[src/rtl/fifo_burst_reader_pkg.sv]
// Shared types and constants for the burst reader and its output skid buffer.
package fifo_burst_reader_pkg;

  typedef enum logic [0:0] {
    IDLE  = 1'b0,
    BURST = 1'b1
  } state_e;

  localparam int SKID_DEPTH = 2;
  localparam int SKID_OCC_W = $clog2(SKID_DEPTH + 1);

endpackage

[src/rtl/fifo_burst_reader_skid_buffer.sv]
// Two-entry in-order output stage; a word written here is offered on the stream next cycle.
module fifo_burst_reader_skid_buffer
  import fifo_burst_reader_pkg::*;
#(
  parameter int WIDTH = 33
) (
  input  logic                  clk,
  input  logic                  rst,
  input  logic                  flush,
  input  logic                  push,
  input  logic [WIDTH-1:0]      push_data,
  input  logic                  ready,
  output logic                  valid,
  output logic [WIDTH-1:0]      data,
  output logic [SKID_OCC_W-1:0] occ
);

  logic [WIDTH-1:0]      mem [SKID_DEPTH];
  logic                  rd_ptr;
  logic                  wr_ptr;
  logic [SKID_OCC_W-1:0] occ_q;
  logic                  take;

  assign valid = (occ_q != '0);
  assign take  = valid & ready;
  assign occ   = occ_q;
  // Head entry is never the write target while occupied, so it stays stable under stall.
  assign data  = valid ? mem[rd_ptr] : '0;

  always_ff @(posedge clk) begin
    if (push) begin
      mem[wr_ptr] <= push_data;
    end
  end

  always_ff @(posedge clk) begin
    if (rst || flush) begin
      rd_ptr <= 1'b0;
      wr_ptr <= 1'b0;
      occ_q  <= '0;
    end else begin
      if (push) begin
        wr_ptr <= ~wr_ptr;
      end
      if (take) begin
        rd_ptr <= ~rd_ptr;
      end
      case ({push, take})
        2'b10:   occ_q <= occ_q + SKID_OCC_W'(1);
        2'b01:   occ_q <= occ_q - SKID_OCC_W'(1);
        default: occ_q <= occ_q;
      endcase
    end
  end

endmodule

[src/rtl/fifo_burst_reader.sv]
// Pop-side FIFO controller: starts a burst on occupancy threshold or idle timeout,
// drains a snapshot of the occupancy through a skid buffer, and tags the last word.
module fifo_burst_reader
  import fifo_burst_reader_pkg::*;
#(
  parameter int DATA_WIDTH       = 32,
  parameter int BUFFER_DEPTH     = 8,
  parameter int LOG_BUFFER_DEPTH = (BUFFER_DEPTH <= 1) ? 1 : $clog2(BUFFER_DEPTH),
  parameter int TMO_WIDTH        = 8
) (
  input  logic                      clk_i,
  input  logic                      rst_i,
  input  logic                      en_i,
  input  logic                      flush_i,
  input  logic [LOG_BUFFER_DEPTH:0] thresh_i,
  input  logic [TMO_WIDTH-1:0]      tmo_i,
  input  logic                      fifo_empty_i,
  input  logic [LOG_BUFFER_DEPTH:0] fifo_cnt_i,
  input  logic [DATA_WIDTH-1:0]     fifo_dat_i,
  output logic                      fifo_pop_o,
  output logic                      valid_o,
  input  logic                      ready_i,
  output logic [DATA_WIDTH-1:0]     dat_o,
  output logic                      last_o,
  output logic                      tmo_o,
  output logic                      busy_o,
  output logic                      state_o
);

  localparam int CW = LOG_BUFFER_DEPTH + 1;

  state_e                state_q;
  logic [CW-1:0]         remaining_q;
  logic [TMO_WIDTH-1:0]  tmo_cnt_q;

  logic [CW-1:0]         thresh_eff;
  logic                  thresh_met;
  logic                  tmo_hit;
  logic                  start;
  logic                  live;
  logic                  pop;
  logic [SKID_OCC_W-1:0] skid_occ;
  logic [DATA_WIDTH:0]   skid_data;

  assign thresh_eff = (thresh_i == '0) ? CW'(1) : thresh_i;
  assign thresh_met = (fifo_cnt_i >= thresh_eff);
  assign tmo_hit    = !fifo_empty_i && (tmo_i != '0) && (tmo_cnt_q == tmo_i - TMO_WIDTH'(1));
  assign start      = (state_q == IDLE) && en_i && (thresh_met || tmo_hit);
  assign live       = !rst_i && !flush_i;

  assign pop = live && (state_q == BURST) && (remaining_q != '0) && !fifo_empty_i &&
               (skid_occ < SKID_OCC_W'(SKID_DEPTH));

  assign fifo_pop_o = pop;
  // A start where the threshold also holds counts as a threshold start.
  assign tmo_o      = live && start && tmo_hit && !thresh_met;
  assign busy_o     = (state_q == BURST) || (skid_occ != '0);
  assign state_o    = (state_q == BURST);

  always_ff @(posedge clk_i) begin
    if (rst_i || flush_i) begin
      state_q     <= IDLE;
      remaining_q <= '0;
      tmo_cnt_q   <= '0;
    end else begin
      case (state_q)
        IDLE: begin
          if (start) begin
            state_q     <= BURST;
            remaining_q <= fifo_cnt_i;
            tmo_cnt_q   <= '0;
          end else if (fifo_empty_i) begin
            tmo_cnt_q <= '0;
          end else if (en_i && !thresh_met && (tmo_cnt_q != '1)) begin
            tmo_cnt_q <= tmo_cnt_q + TMO_WIDTH'(1);
          end
        end
        BURST: begin
          if (remaining_q == '0) begin
            state_q <= IDLE;
          end else if (pop) begin
            remaining_q <= remaining_q - CW'(1);
          end
        end
        default: state_q <= IDLE;
      endcase
    end
  end

  // Stream handshake: a word transfers on any cycle with valid_o and ready_i both high;
  // once valid_o is raised it stays high, and dat_o/last_o stay fixed, until that transfer.
  fifo_burst_reader_skid_buffer #(
    .WIDTH(DATA_WIDTH + 1)
  ) u_skid (
    .clk      (clk_i),
    .rst      (rst_i),
    .flush    (flush_i),
    .push     (pop),
    .push_data({fifo_dat_i, (remaining_q == CW'(1))}),
    .ready    (ready_i),
    .valid    (valid_o),
    .data     (skid_data),
    .occ      (skid_occ)
  );

  assign dat_o  = skid_data[DATA_WIDTH:1];
  assign last_o = skid_data[0];

endmodule
[config.mk]
export PLATFORM = sky130hd
export DESIGN_NAME = fifo_burst_reader
export DESIGN_NICKNAME = d
export VERILOG_FILES = /design/src/rtl/fifo_burst_reader_pkg.sv /design/src/rtl/fifo_burst_reader_skid_buffer.sv /design/src/rtl/fifo_burst_reader.sv
export SDC_FILE = /design/constraint.sdc
export NUM_CORES = 1
export LEC_CHECK = 0
export ABC_AREA = 0
export BUFFER_PORTS_ARGS = -buffer_cell sky130_fd_sc_hd__buf_2
export CORE_MARGIN = 4
export CORE_UTILIZATION = 30
export CTS_CLUSTER_DIAMETER = 80
export CTS_CLUSTER_SIZE = 8
export DETAILED_ROUTE_END_ITERATION = 8
export PLACE_DENSITY = 0.5
export SETUP_SLACK_MARGIN = 0.05
export SYNTH_ARGS = -nofsm -noshare
export SYNTH_HDL_FRONTEND = slang
export SYNTH_HIERARCHICAL = 1
export SYNTH_SLANG_ARGS = --single-unit
[constraint.sdc]
create_clock -name clk_i -period 4.25 [get_ports clk_i]
set_clock_uncertainty 0.1 [all_clocks]
set_input_delay 0.85 -clock clk_i [delete_from_list [all_inputs] [get_ports clk_i]]
set_output_delay 0.85 -clock clk_i [all_outputs]
set_load 0.005 [all_outputs]
==> flow_summary.ini <==
[clock_tree]
clk_pin_slew_ns = 0.06
numClockSinks = 84
clock_path_buffers = 2
cts_setup_buffers = 0
cts_inserted_buffers = 9
htree_levels = 3
worstSkewPairLatency_ns = 0.33
cts-root-buf = clkbuf_16
hold_buffers = 0
cts_tree = yes
cts_resized = 0

[synth]
synth_area_leaders = edfxtp_1 51%, dfxtp_1 9.2%, mux2i_1 9.2%
ys_warn_count = 6
synth_cells = 320
syn_nets = 384
synth_cell_types = 45
syn-cell-area_sq_mm = 0.003897
syn_avg_cell_area_sq_um = 12.18
synth_top_area_frac = 0.5085
yosysTopAreaCell = edfxtp_1
ys_seq_elements = 84
seq_area_frac_synth = 0.6010

[setup_path]
r2r_setup_slack_ns = 1.49
crit_path_end_kind = output port
r2r-end = u_skid/occ[1]$_SDFFE_PP0P_
cp.arrival_ns = 2.52
r2r_start = remaining_q[0]$_SDFFE_PP0P_
crit_path_start = tmo_i[0]
crit_path_end = tmo_o
rr_worst_depth = 10
crit_required_ns = 3.30
start_kind = primary input
worstSetupPathType = in -> out
critPathMaxFanout = 6

[drt]
drc_errors = 0
antenna_left = 0
routed_via_density = 4.624
wl_um = 8251
drt_iter0_markers = 140
wl_per_cell_um = 13.96
vias = 2733
dr.pass1.iters = 4

[global_routing]
grt_max_degree = 34
antenna_found_initial = 0
grt-ovfl-total = 0
grt_pass1_wl_um = 13080
track_usage = 0.1124
grt_pass1_vias = 2633

[final_layout]
drive_gt1_frac = 0.2816
num_antenna_cells = 0
area_growth_pct = 23.40
stdcell_area_sq_mm = 0.004810
final_util = 0.3796
layout_commonest_cell = buf_2
num-nets-final = 478
stdcell_count = 591
final_cell_mix = 91 x buf_2, 66 x edfxtp_1, 41 x nor2_1

[floorplan]
core-area_sq_mm = 0.01267
die_h_um = 122.0
start_util = 0.3076
rows = 41
chipWidth_um = 122.0
io_pins = 92
dieArea_sq_mm = 0.01488

[place]
place_area_sq_mm = 0.004549
dp_cells = 575
port_buffers = 91
gp_congestion = 0.8563
hpwlAfterDp_um = 5768

[pwr]
total_power_uw = 1669
leakage_uw = 0.001782
powerDensity_mw_per_mm2 = 346.9
irDropWorstVdd_v = 0.0001757

[timing]
setup_viol = 0
min_period_over_period = 0.8174
rsz0062_at_grt = no
fin_tns_setup_ns = 0
drv_slew = 0
tightest_slew_ns = 1.115
fmax_mhz = 287.9
final_hold_viol_count = 0
min_period_ns = 3.474
slew-limit-headroom = 0.2565

[job]
cap_violations = 0

[run_status]
status = completed

[hold_path]
whs_path_depth = 2
hp-class = reg -> reg
[logic make-up after synthesis]
kind of cell	after synthesis	synth area share
flops	84	0.6010
mux	36	0.09246
compound gates	45	0.07865
simple gates	107	0.1406
buf+inv	26	0.02825
fa+ha+maj	10	0.03210
xor+xnor	12	0.02697
[how the worst min path moves through the flow]
stage          slack (ns)                     endpoint                        start
6_report             0.42  remaining_q[2]$_SDFFE_PP0P_  remaining_q[2]$_SDFFE_PP0P_
5_1_grt              0.44  remaining_q[2]$_SDFFE_PP0P_  remaining_q[2]$_SDFFE_PP0P_
4_1_cts              0.42  remaining_q[2]$_SDFFE_PP0P_  remaining_q[2]$_SDFFE_PP0P_
2_1_floorplan        0.37  remaining_q[2]$_SDFFE_PP0P_  remaining_q[2]$_SDFFE_PP0P_
3_5_place_dp         0.41  remaining_q[2]$_SDFFE_PP0P_  remaining_q[2]$_SDFFE_PP0P_
3_3_place_gp         0.40  remaining_q[3]$_SDFFE_PP0P_  remaining_q[3]$_SDFFE_PP0P_
[metrics by stage]
step           worst slack, ns  hold slack (ns)
2_1_floorplan           0.1997           0.3663
3_3_place_gp            0.7815           0.3993
3_5_place_dp            0.7661           0.4076
4_1_cts                 0.7538           0.4162
5_1_grt                 0.6559           0.4440
6_report                0.7762           0.4171
[worst max-delay path, cell delays in order]
cell	delay, ns
buf_2	0.14
inv_1	0.09
ha_1	0.23
and2b_1	0.20
or3_1	0.30
a31oi_1	0.21
nand4_1	0.11
nor4_1	0.22
buf_2	0.17
[area by class of cell]
type / instances / area [sq um]
Inverter: 15 / 56.30
Multi-Input combinational cell: 210 / 1456
Fill cell: 1268 / 7861
Clock buffer: 11 / 232.7
Tap cell: 172 / 215.2
Timing Repair Buffer: 94 / 478.0
Sequential cell: 84 / 2344
Clock inverter: 5 / 27.53
[sequential cells by signal (all words and copies together), names as in the netlist, named ones only]
signal	flops
u_skid/mem	66
tmo_cnt_q	8
remaining_q	4
u_skid/occ	2
state_o	1
u_skid/rd_ptr	1
u_skid/wr_ptr	1
[cells in the mapped netlist (all sizes together)]
master and count:
or3b 1, and4 1, and4b 1, nor4b 1, mux2i 36, nor4 3, and3b 1, a211oi 3
buf 5, a211o 1, ha 10, a21oi 8, o21ai 12, a21boi 4, a31o 1, nor3 10
o32ai 1, o211ai 3, nor2b 6, o41ai 2, clkbuf 6, nor2 43, inv 15, nand2 9
o31ai 4, or2 2, a41oi 2, xnor2 8, and3 1, and2b 1, nand2b 3, and2 4
a31oi 4, nand4 1, nand3 8, edfxtp 66, xor2 4, or3 8, or4 3, dfxtp 18
[metal layers]
metal	track usage	wire, um	vias to the layer above
met1	0.1441	3860	1269
met2	0.1771	3677	81
met3	0.03250	570	14
li1	-	-	1369
met4	0.04832	142	0
met5	0	0	-
[report_power, final]
group | total [uW] | internal (uW) | switching [uW]
Combinational | 92.6 | 41.2 | 51.5
Sequential | 890 | 887 | 3.00
Clock | 686 | 392 | 295
No activity file was read; power rests on OpenSTA's default activity.
